**config.mk**
```make
export PLATFORM = sky130hd
export DESIGN_NAME = decoder_issue_arbiter
export DESIGN_NICKNAME = d
export VERILOG_FILES = /design/src/rtl/decoder_issue_arbiter.sv
export SDC_FILE = /design/constraint.sdc
export NUM_CORES = 1
export LEC_CHECK = 0
export ABC_CLOCK_PERIOD_IN_PS = 5700
export CAP_MARGIN = 30
export CORE_ASPECT_RATIO = 1.1
export CORE_UTILIZATION = 43
export CTS_BUF_LIST = sky130_fd_sc_hd__clkbuf_8
export CTS_CLUSTER_SIZE = 40
export DETAILED_ROUTE_END_ITERATION = 10
export PLACE_DENSITY = 0.87
export SLEW_MARGIN = 40
export SYNTH_ARGS = -nofsm -noshare
export SYNTH_HDL_FRONTEND = slang
export SYNTH_SLANG_ARGS = --single-unit
```
**constraint.sdc**
```tcl
create_clock -name clk_i -period 5.7 [get_ports clk_i]
set_clock_uncertainty 0.2 [all_clocks]
set_input_delay 0.855 -clock clk_i [delete_from_list [all_inputs] [get_ports clk_i]]
set_output_delay 0.855 -clock clk_i [all_outputs]
set_load 0.02 [all_outputs]
```
**src/rtl/decoder_issue_arbiter.sv**
```systemverilog
// decoder_issue_arbiter: round-robin, credit-throttled issue of posit pairs to a registered decoder with aligned response tags
// Ports:
//   clk_i, rstn                         clock, async active-low reset
//   req_vld_i/req_win_i/req_din_i       per-requester pair offers (packed k*WIDTH)
//   req_rdy_o                           one-hot combinational grant
//   dec_vld_o/dec_win_o/dec_din_o       registered decoder input stage
//   rsp_vld_o/rsp_tag_o                 requester tag aligned with decoder outputs
//   crd_ret_i/crd_cnt_o                 result-buffer credit return and count
//   busy_o, err_o                       pipeline occupancy, sticky credit overflow
module decoder_issue_arbiter #(
  parameter int WIDTH = 8,
  parameter int NREQ = 4,
  parameter int LAT = 1,
  parameter int CREDITS = 4,
  localparam int TW = $clog2(NREQ),
  localparam int CW = $clog2(CREDITS + 1)
) (
  input  logic                  clk_i,
  input  logic                  rstn,
  input  logic [NREQ-1:0]       req_vld_i,
  input  logic [NREQ*WIDTH-1:0] req_win_i,
  input  logic [NREQ*WIDTH-1:0] req_din_i,
  output logic [NREQ-1:0]       req_rdy_o,
  output logic                  dec_vld_o,
  output logic [WIDTH-1:0]      dec_win_o,
  output logic [WIDTH-1:0]      dec_din_o,
  output logic                  rsp_vld_o,
  output logic [TW-1:0]         rsp_tag_o,
  input  logic                  crd_ret_i,
  output logic [CW-1:0]         crd_cnt_o,
  output logic                  busy_o,
  output logic                  err_o
);
  logic [WIDTH-1:0] win_a [NREQ];
  logic [WIDTH-1:0] din_a [NREQ];
  logic [TW-1:0] ptr_q, ptr_d, gnt_idx, k, tag_q, tag_d;
  logic [CW-1:0] crd_q, crd_d;
  logic [WIDTH-1:0] win_q, win_d, din_q, din_d;
  logic gnt_any, issue, dec_vld_q, err_q, err_d;
  logic [LAT-1:0] stg_vld_q;
  logic [TW-1:0] stg_tag_q [LAT];
  for (genvar g = 0; g < NREQ; g++) begin : g_unpack
    assign win_a[g] = req_win_i[g*WIDTH +: WIDTH];
    assign din_a[g] = req_din_i[g*WIDTH +: WIDTH];
  end
  // Scan downward so the lowest rotation offset from ptr wins.
  always_comb begin
    gnt_idx = '0;
    gnt_any = 1'b0;
    k = '0;
    for (int i = NREQ - 1; i >= 0; i--) begin
      k = TW'((int'(ptr_q) + i) % NREQ);
      if (req_vld_i[k]) begin
        gnt_any = 1'b1;
        gnt_idx = k;
      end
    end
  end
  assign issue = gnt_any && crd_q != '0;
  assign req_rdy_o = issue ? NREQ'(1) << gnt_idx : '0;
  assign ptr_d = !issue ? ptr_q : gnt_idx == TW'(NREQ - 1) ? '0 : gnt_idx + 1'b1;
  assign win_d = issue ? win_a[gnt_idx] : win_q;
  assign din_d = issue ? din_a[gnt_idx] : din_q;
  assign tag_d = issue ? gnt_idx : tag_q;
  // A simultaneous issue and return cancel; a return into a full counter is an overflow.
  assign crd_d = issue && !crd_ret_i ? crd_q - 1'b1 :
                 crd_ret_i && !issue && crd_q != CW'(CREDITS) ? crd_q + 1'b1 : crd_q;
  assign err_d = err_q | (crd_ret_i & ~issue & (crd_q == CW'(CREDITS)));
  always_ff @(posedge clk_i or negedge rstn) begin
    if (!rstn) begin
      ptr_q <= '0;
      crd_q <= CW'(CREDITS);
      err_q <= 1'b0;
      dec_vld_q <= 1'b0;
      win_q <= '0;
      din_q <= '0;
      tag_q <= '0;
      stg_vld_q <= '0;
      for (int i = 0; i < LAT; i++) stg_tag_q[i] <= '0;
    end else begin
      ptr_q <= ptr_d;
      crd_q <= crd_d;
      err_q <= err_d;
      dec_vld_q <= issue;
      win_q <= win_d;
      din_q <= din_d;
      tag_q <= tag_d;
      stg_vld_q[0] <= dec_vld_q;
      stg_tag_q[0] <= tag_q;
      for (int i = 1; i < LAT; i++) begin
        stg_vld_q[i] <= stg_vld_q[i-1];
        stg_tag_q[i] <= stg_tag_q[i-1];
      end
    end
  end
  assign dec_vld_o = dec_vld_q;
  assign dec_win_o = win_q;
  assign dec_din_o = din_q;
  assign rsp_vld_o = stg_vld_q[LAT-1];
  assign rsp_tag_o = stg_tag_q[LAT-1];
  assign crd_cnt_o = crd_q;
  assign busy_o = dec_vld_q | (|stg_vld_q);
  assign err_o = err_q;
endmodule

```
# Word-level counts from Yosys, hierarchy flattened
# Cells that the tools add are included.
[classes] n_bitwise=6 mux=26 n_addsub=6 n_shift=1 eq_ne=3 n_reduce_logical=8 magnitude_cmp=5
[op_table] op="binary-select mux 8 bit (select 2 bit)" n=2
[op_table] op="2-to-1 mux 8 bit" n=4
[op_table] op="less-than comparator 2 x 3 -> 1 bit, second input constant" n=4
[op_table] op="2-to-1 mux 2 bit" n=5
[op_table] op="binary-select mux 1 bit (select 2 bit)" n=4
[op_table] op="2-to-1 mux 1 bit" n=8
[op_table] op="2-to-1 mux 3 bit" n=2
[op_table] op="adder 2 x 1 -> 2 bit, second input constant" n=2
[op_table] op="adder 2 bit, second input constant" n=2
[op_table] op="logical AND 1 bit" n=4
[op_table] op="2-to-1 mux 4 bit" n=1
[op_table] op="<< shifter 1 x 2 -> 4 bit, first input constant" n=1
[op_table] op="adder 3 x 1 -> 3 bit, second input constant" n=1
[op_table] op="== test 3 bit, second input constant" n=1
[op_table] op=">= comparator 3 bit, second input constant" n=1
[op_table] op="inequality test 3 bit, second input constant" n=1
[op_table] op="NOT 2 -> 3 bit" n=1
[op_table] op="nonzero test 3 bit" n=1
[op_table] op="subtractor 3 x 1 -> 3 bit, second input constant" n=1
[op_table] op="AND 1 bit" n=2
[op_table] op="== test 2 bit, second input constant" n=1
[op_table] op="logical NOT 1 bit" n=2
[op_table] op="bitwise OR 1 bit" n=2
[op_table] op="nonzero test 2 bit" n=1
[op_table] op="NOT 1 bit" n=1
[word_totals] output_inout_bits=29 word_cells=64 register_bits=28 input_bits=71

# Logic depth before layout (Yosys ltp)
# Gate-level depths: netlist of the first run.
[depth] word_depth=13 depth_mapped=8 depth_no_buf=7

# Least setup slack after synthesis of the first run
# Ideal clock, no wire load.
[synth_path] kind="input-to-output" startpoint="input req_vld_i[0]" endpoint="output req_rdy_o[0]" path_stages=8 arrival_time_ps=2111 t_required_ps=4645 path_slack_ps=2534 n_path_buf=2 cell_sequence="nor2b_4 > a211o_1 > a21oi_2 > buf_6 > buf_8 > inv_1 > ha_1 > and2_1"
[synth_between] elab_chain_cells=8 elab_cells_between_ends=19 cone_classes="1 x shift; 17 x mux; 1 x reduce/logical"
[synth_rtl] item="start, declared" line_no="20" rtl="input logic [NREQ-1:0] req_vld_i,"
[synth_rtl] item="binary-select mux 1 bit (select 2 bit)" line_no="53" rtl="if (req_vld_i[k]) begin"
[synth_rtl] item="2-to-1 mux 1 bit (implied by the code)" line_no="53"
[synth_rtl] item="2-to-1 mux 2 bit (3 in series)" line_no="53"
[synth_rtl] item="2-to-1 mux 2 bit (*)" line_no="53"
[synth_rtl] item="named net gnt_idx[0]" line_no="36" rtl="logic [TW-1:0] ptr_q, ptr_d, gnt_idx, k, tag_q, tag_d;"
[synth_rtl] item="<< shifter 1 x 2 -> 4 bit (*)" line_no="60" rtl="assign req_rdy_o = issue ? NREQ'(1) << gnt_idx : '0;"
[synth_rtl] item="2-to-1 mux 4 bit (*)" line_no="60"
[synth_rtl] item="end, declared" line_no="23" rtl="output logic [NREQ-1:0] req_rdy_o,"
# The timed path passes the listed nets; every way through them passes the cells marked *. The select of a mux whose other input is x is not followed.

# Final worst setup path of the first run
[layout_path] startpoint="input req_vld_i[0]" endpoint="output req_rdy_o[2]"
[layout_between] elab_chain_cells=8 elab_cells_between_ends=19 cone_classes="1 x shift; 17 x mux; 1 x reduce/logical"
[layout_rtl] item="binary-select mux 1 bit (select 2 bit)" line_no="53"
[layout_rtl] item="2-to-1 mux 1 bit (implied by the code)" line_no="53"
[layout_rtl] item="2-to-1 mux 2 bit or 2-to-1 mux 1 bit (tied branches) (4 in series)" line_no="53"
[layout_rtl] item="<< shifter 1 x 2 -> 4 bit or logical AND 1 bit (tied branches)" line_no="60, 59"
[layout_rtl] item="2-to-1 mux 4 bit (*)" line_no="60"
# Every way passes the cells marked *; elsewhere a longest branch is shown, timed or not. The select of a mux whose other input is x is not followed.

==> flow_metrics.tcl, run 1 <==
set metrics [dict create \
    status "finished clean" \
    yosys_warnings 0 \
    grt_setup_unrepaired "no" \
    wl_um 4670 \
    antenna_found_initial 0 \
    crit_type "in2out" \
    syn_inst 168 \
    ys_seq_area_share_pct 37.9 \
    multi_input_area_um2 1010 \
    cp.required_ns 4.64 \
    io_pins 100 \
    power_frac_comb_pct 62.7 \
    layout-drive-gt1-share_pct 11.4 \
    drc 0 \
    synth_top_area_share_pct 36.5 \
    pwr-share-seq_pct 26.5 \
    yosysTopAreaCell "dfrtp_1" \
    place_hpwl_um 3560 \
    area_delta_synth_final_pct 56.4 \
    synth.avg_cell_area_um2 11.0 \
    synth.area.top_cells "dfrtp_1 37%, mux2i_1 17%, o221ai_2 11%, nand2_1 5.5%, ha_1 2.7%" \
    p_sw_share_pct 42.4 \
    synth_cell_type_count 42 \
    p_sw_uw 605 \
    grt_pass1_vias 1657 \
    num_vias 1657 \
    p_int_uw 823 \
    pwr-share-clk_pct 10.8 \
    drt_first_pass_iters 4 \
    critPathCaptureType "primary output" \
    clk_pin_slew_ns 0.09 \
    register_area_um2 702 \
    row_count 24 \
    drtIter0Drc 67 \
    worstSetupStartpointType "primary input" \
    total_power_mw 1.43 \
    final_nets 340 \
    die_y_um 70.8 \
    p_leak_nw 1.19 \
    critPathLaunch "req_vld_i[0]" \
    insertion_delay_ns 0.27 \
    fillCellCount 298 \
    track_usage_pct 21.0 \
    grt_pass1_wl_um 7430 \
    antenna_left 0 \
    r2r_start "ptr_q[0]$_DFFE_PN0P_" \
    place_congestion 0.862 \
    finalSetupViolations 0 \
    antenna_cells 0 \
    final_area_um2 2890 \
    post-route-util_pct 71.4 \
    holdWs_ns 0.192 \
    worstHoldStart "tag_q[0]$_DFFE_PN0P_" \
    cts_buffer_depth 2 \
    initial_core_util_pct 45.6 \
    synth.ff_latch_count 28 \
    period_needed_ns 4.56 \
    post-route-period-util_pct 80.0 \
    die_w_um 64.6 \
    syn_area_um2 1850 \
    cts.htree.levels 1 \
    p_per_area_nw_per_um2 494 \
    hold_viol 0 \
    synth_ff_type "dfrtp_1" \
    tightest_slew_ns 0.703 \
    slew_headroom_pct 53.0 \
    post_cts_buffers 0 \
    vias_per_cell 5.26 \
    routedWlPerCell_um 14.8 \
    cts_buffers 3 \
    slew_viol_final 0 \
    arrival_ns 3.50 \
    placed_area_um2 2820 \
    crit_fanout 18 \
    grt_max_degree 29 \
    worst_hold_path_type "reg2reg" \
    cts_tree "yes" \
    fp.coreArea_um2 4050 \
    port_buffers 99 \
    synth_edf_count 0 \
    design.die.area_um2 4570 \
    hold_buffers 0 \
    maxCapViolations 0 \
    overflow 0 \
    async_flop_share_pct 100 \
    cts.sinks 28 \
    peakVddDrop_v 0.000230 \
    fmax_ghz 0.219 \
    synth_nets 244 \
    setup_tns_ns 0 \
    postCtsResizedCells 0 \
    cts-root-buf "clkbuf_8" \
]
-- routing by layer --
| metal | GRT usage (%) | part of all wire (%) | vias to the layer above |
|---|---|---|---|
| li1 | - | - | 799 |
| met1 | 26.2 | 41 | 777 |
| met2 | 35.9 | 52 | 75 |
| met3 | 4.84 | 6.2 | 6 |
| met4 | 6.17 | 1.3 | 0 |
| met5 | 0 | 0 | - |
-- worst max-delay path, stage by stage --
cell	delay, ns
clkdlybuf4s50_1	0.49
nor2b_4	0.16
a211o_1	0.30
a21oi_4	0.59
inv_1	0.18
ha_1	0.23
and2_1	0.15
clkdlybuf4s50_1	0.53
-- final timing paths --
| check | endpoint | slack [ns] | depth (start not counted) |
|---|---|---|---|
| min in group asynchronous | dec_din_o[2]$_DFFE_PN0P_ | 0.75 | 2 |
| worst min-delay path | rsp_tag_o[0]$_DFF_PN0_ | 0.19 | 0 |
| max in group asynchronous | crd_cnt_o[2]$_DFFE_PN1P_ | 4.25 | 2 |
| worst min register to register | rsp_tag_o[0]$_DFF_PN0_ | 0.19 | 0 |
| worst max-delay path | req_rdy_o[2] | 1.14 | 8 |
| worst max register to register | dec_win_o[6]$_DFFE_PN0P_ | 3.03 | 6 |
-- kinds of logic after synthesis --
kind of cell             after synthesis  share of synthesized area [%]
AND/OR/NAND/NOR                       50                           13.2
AO/OA/AOI/OAI                         32                           19.1
multiplexers                          32                           17.3
flip-flops                            28                           37.9
buffers and inverters                 20                           8.25
adder cells (fa/ha/maj)                5                           3.79
XOR/XNOR                               1                          0.473
-- metrics by stage --
stage / worst slack [ns] / std cells
after floorplan: 2.53 / 168
after global placement: 1.22 / 311
after detailed placement: 1.17 / 311
after CTS: 1.12 / 315
after global routing: 1.01 / 315
final: 1.14 / 315
-- layout make-up --
class,instances,area share [%]
repair buffers,102,35.0
multi-input cells,120,34.8
flip-flops and latches,28,24.3
well taps,52,2.25
clock buffers,3,1.43
inverters,9,1.25
clock inverters,1,1.04
-- sequential cells by signal (all words and copies together) (netlist names) --
signal / flops
crd_cnt_o: 3
dec_din_o: 8
dec_vld_o: 1
dec_win_o: 8
err_o: 1
ptr_q: 2
rsp_tag_o: 2
rsp_vld_o: 1
tag_q: 2
-- power groups by stage --
stage          registers (mW)  clock network (mW)  logic [mW]
3_5_place_dp            0.377                   0       0.903
3_3_place_gp            0.377                   0       0.880
5_1_grt                 0.391               0.166       0.958
2_1_floorplan           0.471                   0       0.518
6_report                0.378               0.155       0.896
4_1_cts                 0.377               0.158       0.904
-- Yosys cell counts (all sizes together), types with 2 or more instances --
cell type and n:
nand2 28, dfrtp 27, nor3 2, nor2 7, o211ai 2, or2 2, buf 9, a21oi 3
o221ai 17, a21o 2, nor2b 2, inv 9, clkbuf 2, and2 4, mux2i 32, ha 4
-- cell usage in the layout, fill, tap and decap left out, types with 2 or more instances in the layout --
master	instances
nor3_1	2
a21o_1	2
buf_4	3
clkbuf_8	3
inv_1	8
dfrtp_1	27
o221ai_1	3
o221ai_2	14
a21oi_1	2
ha_1	4
clkdlybuf4s50_1	99
mux2i_1	32
nand2_1	27
and2_1	4
nor2_1	7
o211ai_1	2
(Power assumes the default switching activity.)
==> run 2, diff against run 1 <==
Settings changed: ABC_CLOCK_PERIOD_IN_PS 5700 to 3700, CORE_UTILIZATION 43 to 36, PLACE_DENSITY 0.87 to 0.78.
Clock period 5.7 ns to 3.7 ns, I/O delays scaled along.
==> run 2 against run 1 <==
Combinational power rose by 55%; routed wire length barely moved; non-clock buffer count rose by 2; flip-flop and latch count did not move; critical endpoint unchanged; largest power group unchanged.
==> flow_metrics.tcl, run 2 (synthesis results as in run 1) <==
set metrics [dict create \
    status "finished clean" \
    hold_viol 0 \
    cts_buffers 3 \
    antenna_cells 0 \
    wl_um 4680 \
    final_nets 342 \
    final_cell_mix "99 x clkdlybuf4s50_1, 32 x mux2i_1, 27 x nand2_1, 27 x dfrtp_1, 14 x o221ai_2" \
    reg2reg_slack_ns 1.45 \
    cts.sinks 28 \
    p_per_area_nw_per_um2 745 \
    vias_per_cell 5.13 \
    layout-drive-gt1-share_pct 11.7 \
    postCtsResizedCells 0 \
    grt_pass1_vias 1639 \
    drtIter0Drc 74 \
    overflow 0 \
    slew_headroom_pct 72.1 \
    post_cts_buffers 0 \
    fp.coreArea_um2 4970 \
    routedWlPerCell_um 14.5 \
    cts_buffer_depth 2 \
    track_usage_pct 18.2 \
    design.die.area_um2 5430 \
    insertion_delay_ns 0.27 \
    cts_tree "yes" \
    multi_input_area_um2 1000 \
    port_buffers 99 \
    p_leak_nw 1.20 \
    initial_core_util_pct 37.3 \
    register_area_um2 702 \
    peakVddDrop_v 0.000345 \
    crit_type "in2out" \
    die_y_um 77.2 \
    place_hpwl_um 3570 \
    critPathLaunch "req_vld_i[0]" \
    slew_viol_final 0 \
    io_pins 100 \
    total_power_mw 2.16 \
    holdWs_ns 0.188 \
    crit_fanout 6 \
    worstSetupStartpointType "primary input" \
    grt_pass1_wl_um 7740 \
    place_congestion 0.833 \
    arrival_ns 2.67 \
    hold_buffers 0 \
    rr_endpoint "crd_cnt_o[2]$_DFFE_PN1P_" \
    grt_max_degree 29 \
    num_vias 1657 \
    cp.required_ns 2.94 \
    drt_first_pass_iters 6 \
    final_common_cell "clkdlybuf4s50_1" \
    critPathCaptureType "primary output" \
    row_count 27 \
    clk_pin_slew_ns 0.09 \
    pre_cts_ws_ns 0.272 \
    drc 0 \
    fillCellCount 429 \
    antenna_found_initial 0 \
    worst_hold_path_type "reg2reg" \
    post-route-period-util_pct 92.7 \
    r2r_start "crd_cnt_o[2]$_DFFE_PN1P_" \
    die_w_um 70.4 \
    maxCapViolations 0 \
    reg2reg_depth 7 \
    cts-root-buf "clkbuf_8" \
    setup_tns_ns 0 \
    cts.htree.levels 1 \
    critPathCapture "req_rdy_o[2]" \
    tightest_slew_ns 0.415 \
    period_needed_ns 3.43 \
    finalSetupViolations 0 \
    area_delta_synth_final_pct 56.6 \
    fmax_ghz 0.292 \
    setup_ws_ns 0.271 \
    grt_setup_unrepaired "no" \
    antenna_left 0 \
]
[run 2: layer usage]
metal  routed length (um)  vias to the layer above  GRT usage (%)
met1                 1970                      772           22.2
met2                 2250                       76           30.1
li1                     -                      807              -
met3                  424                        2           6.04
met4                   31                        0           5.40
met5                    0                        -              0
[run 2: report_power, final]
| part | leakage [nW] | total (mW) | switching, mW | internal (mW) |
|---|---|---|---|---|
| logic | 0.832 | 1.39 | 0.726 | 0.668 |
| clock network | 0.0288 | 0.187 | 0.0923 | 0.0952 |
| registers | 0.335 | 0.577 | 0.111 | 0.466 |
| total | 1.20 | 2.16 | 0.929 | 1.23 |
[run 2: worst max-delay path, stage by stage]
cell,delay [ns]
clkdlybuf4s50_1,0.48
nor2b_4,0.16
a211o_1,0.31
a21oi_4,0.23
inv_1,0.10
ha_1,0.18
and2_1,0.13
clkdlybuf4s50_1,0.53
[run 2: layout make-up]
class | count | share of cell area, %
well taps | 58 | 2.50
clock buffers | 4 | 1.90
inverters | 9 | 1.25
repair buffers | 104 | 35.5
multi-input cells | 120 | 34.6
flip-flops and latches | 28 | 24.2
[run 2: stage by stage]
stage	util, %	cells	cell area, um^2
2_1_floorplan	-	168	1850
3_3_place_gp	57.2	319	2840
3_5_place_dp	57.2	319	2840
4_1_cts	58.4	323	2900
5_1_grt	58.4	323	2900
6_report	58.4	323	2900
[run 2: how the worst min path moves through the flow]
stage,startpoint,endpoint,slack (ns),depth (start not counted)
floorplan,rstn,crd_cnt_o[0]$_DFFE_PN0P_,0.06,0
global placement,tag_q[1]$_DFFE_PN0P_,rsp_tag_o[1]$_DFF_PN0_,0.16,0
detailed placement,tag_q[1]$_DFFE_PN0P_,rsp_tag_o[1]$_DFF_PN0_,0.17,0
CTS,tag_q[1]$_DFFE_PN0P_,rsp_tag_o[1]$_DFF_PN0_,0.19,0
global route,tag_q[0]$_DFFE_PN0P_,rsp_tag_o[0]$_DFF_PN0_,0.21,0
finish,tag_q[1]$_DFFE_PN0P_,rsp_tag_o[1]$_DFF_PN0_,0.19,0
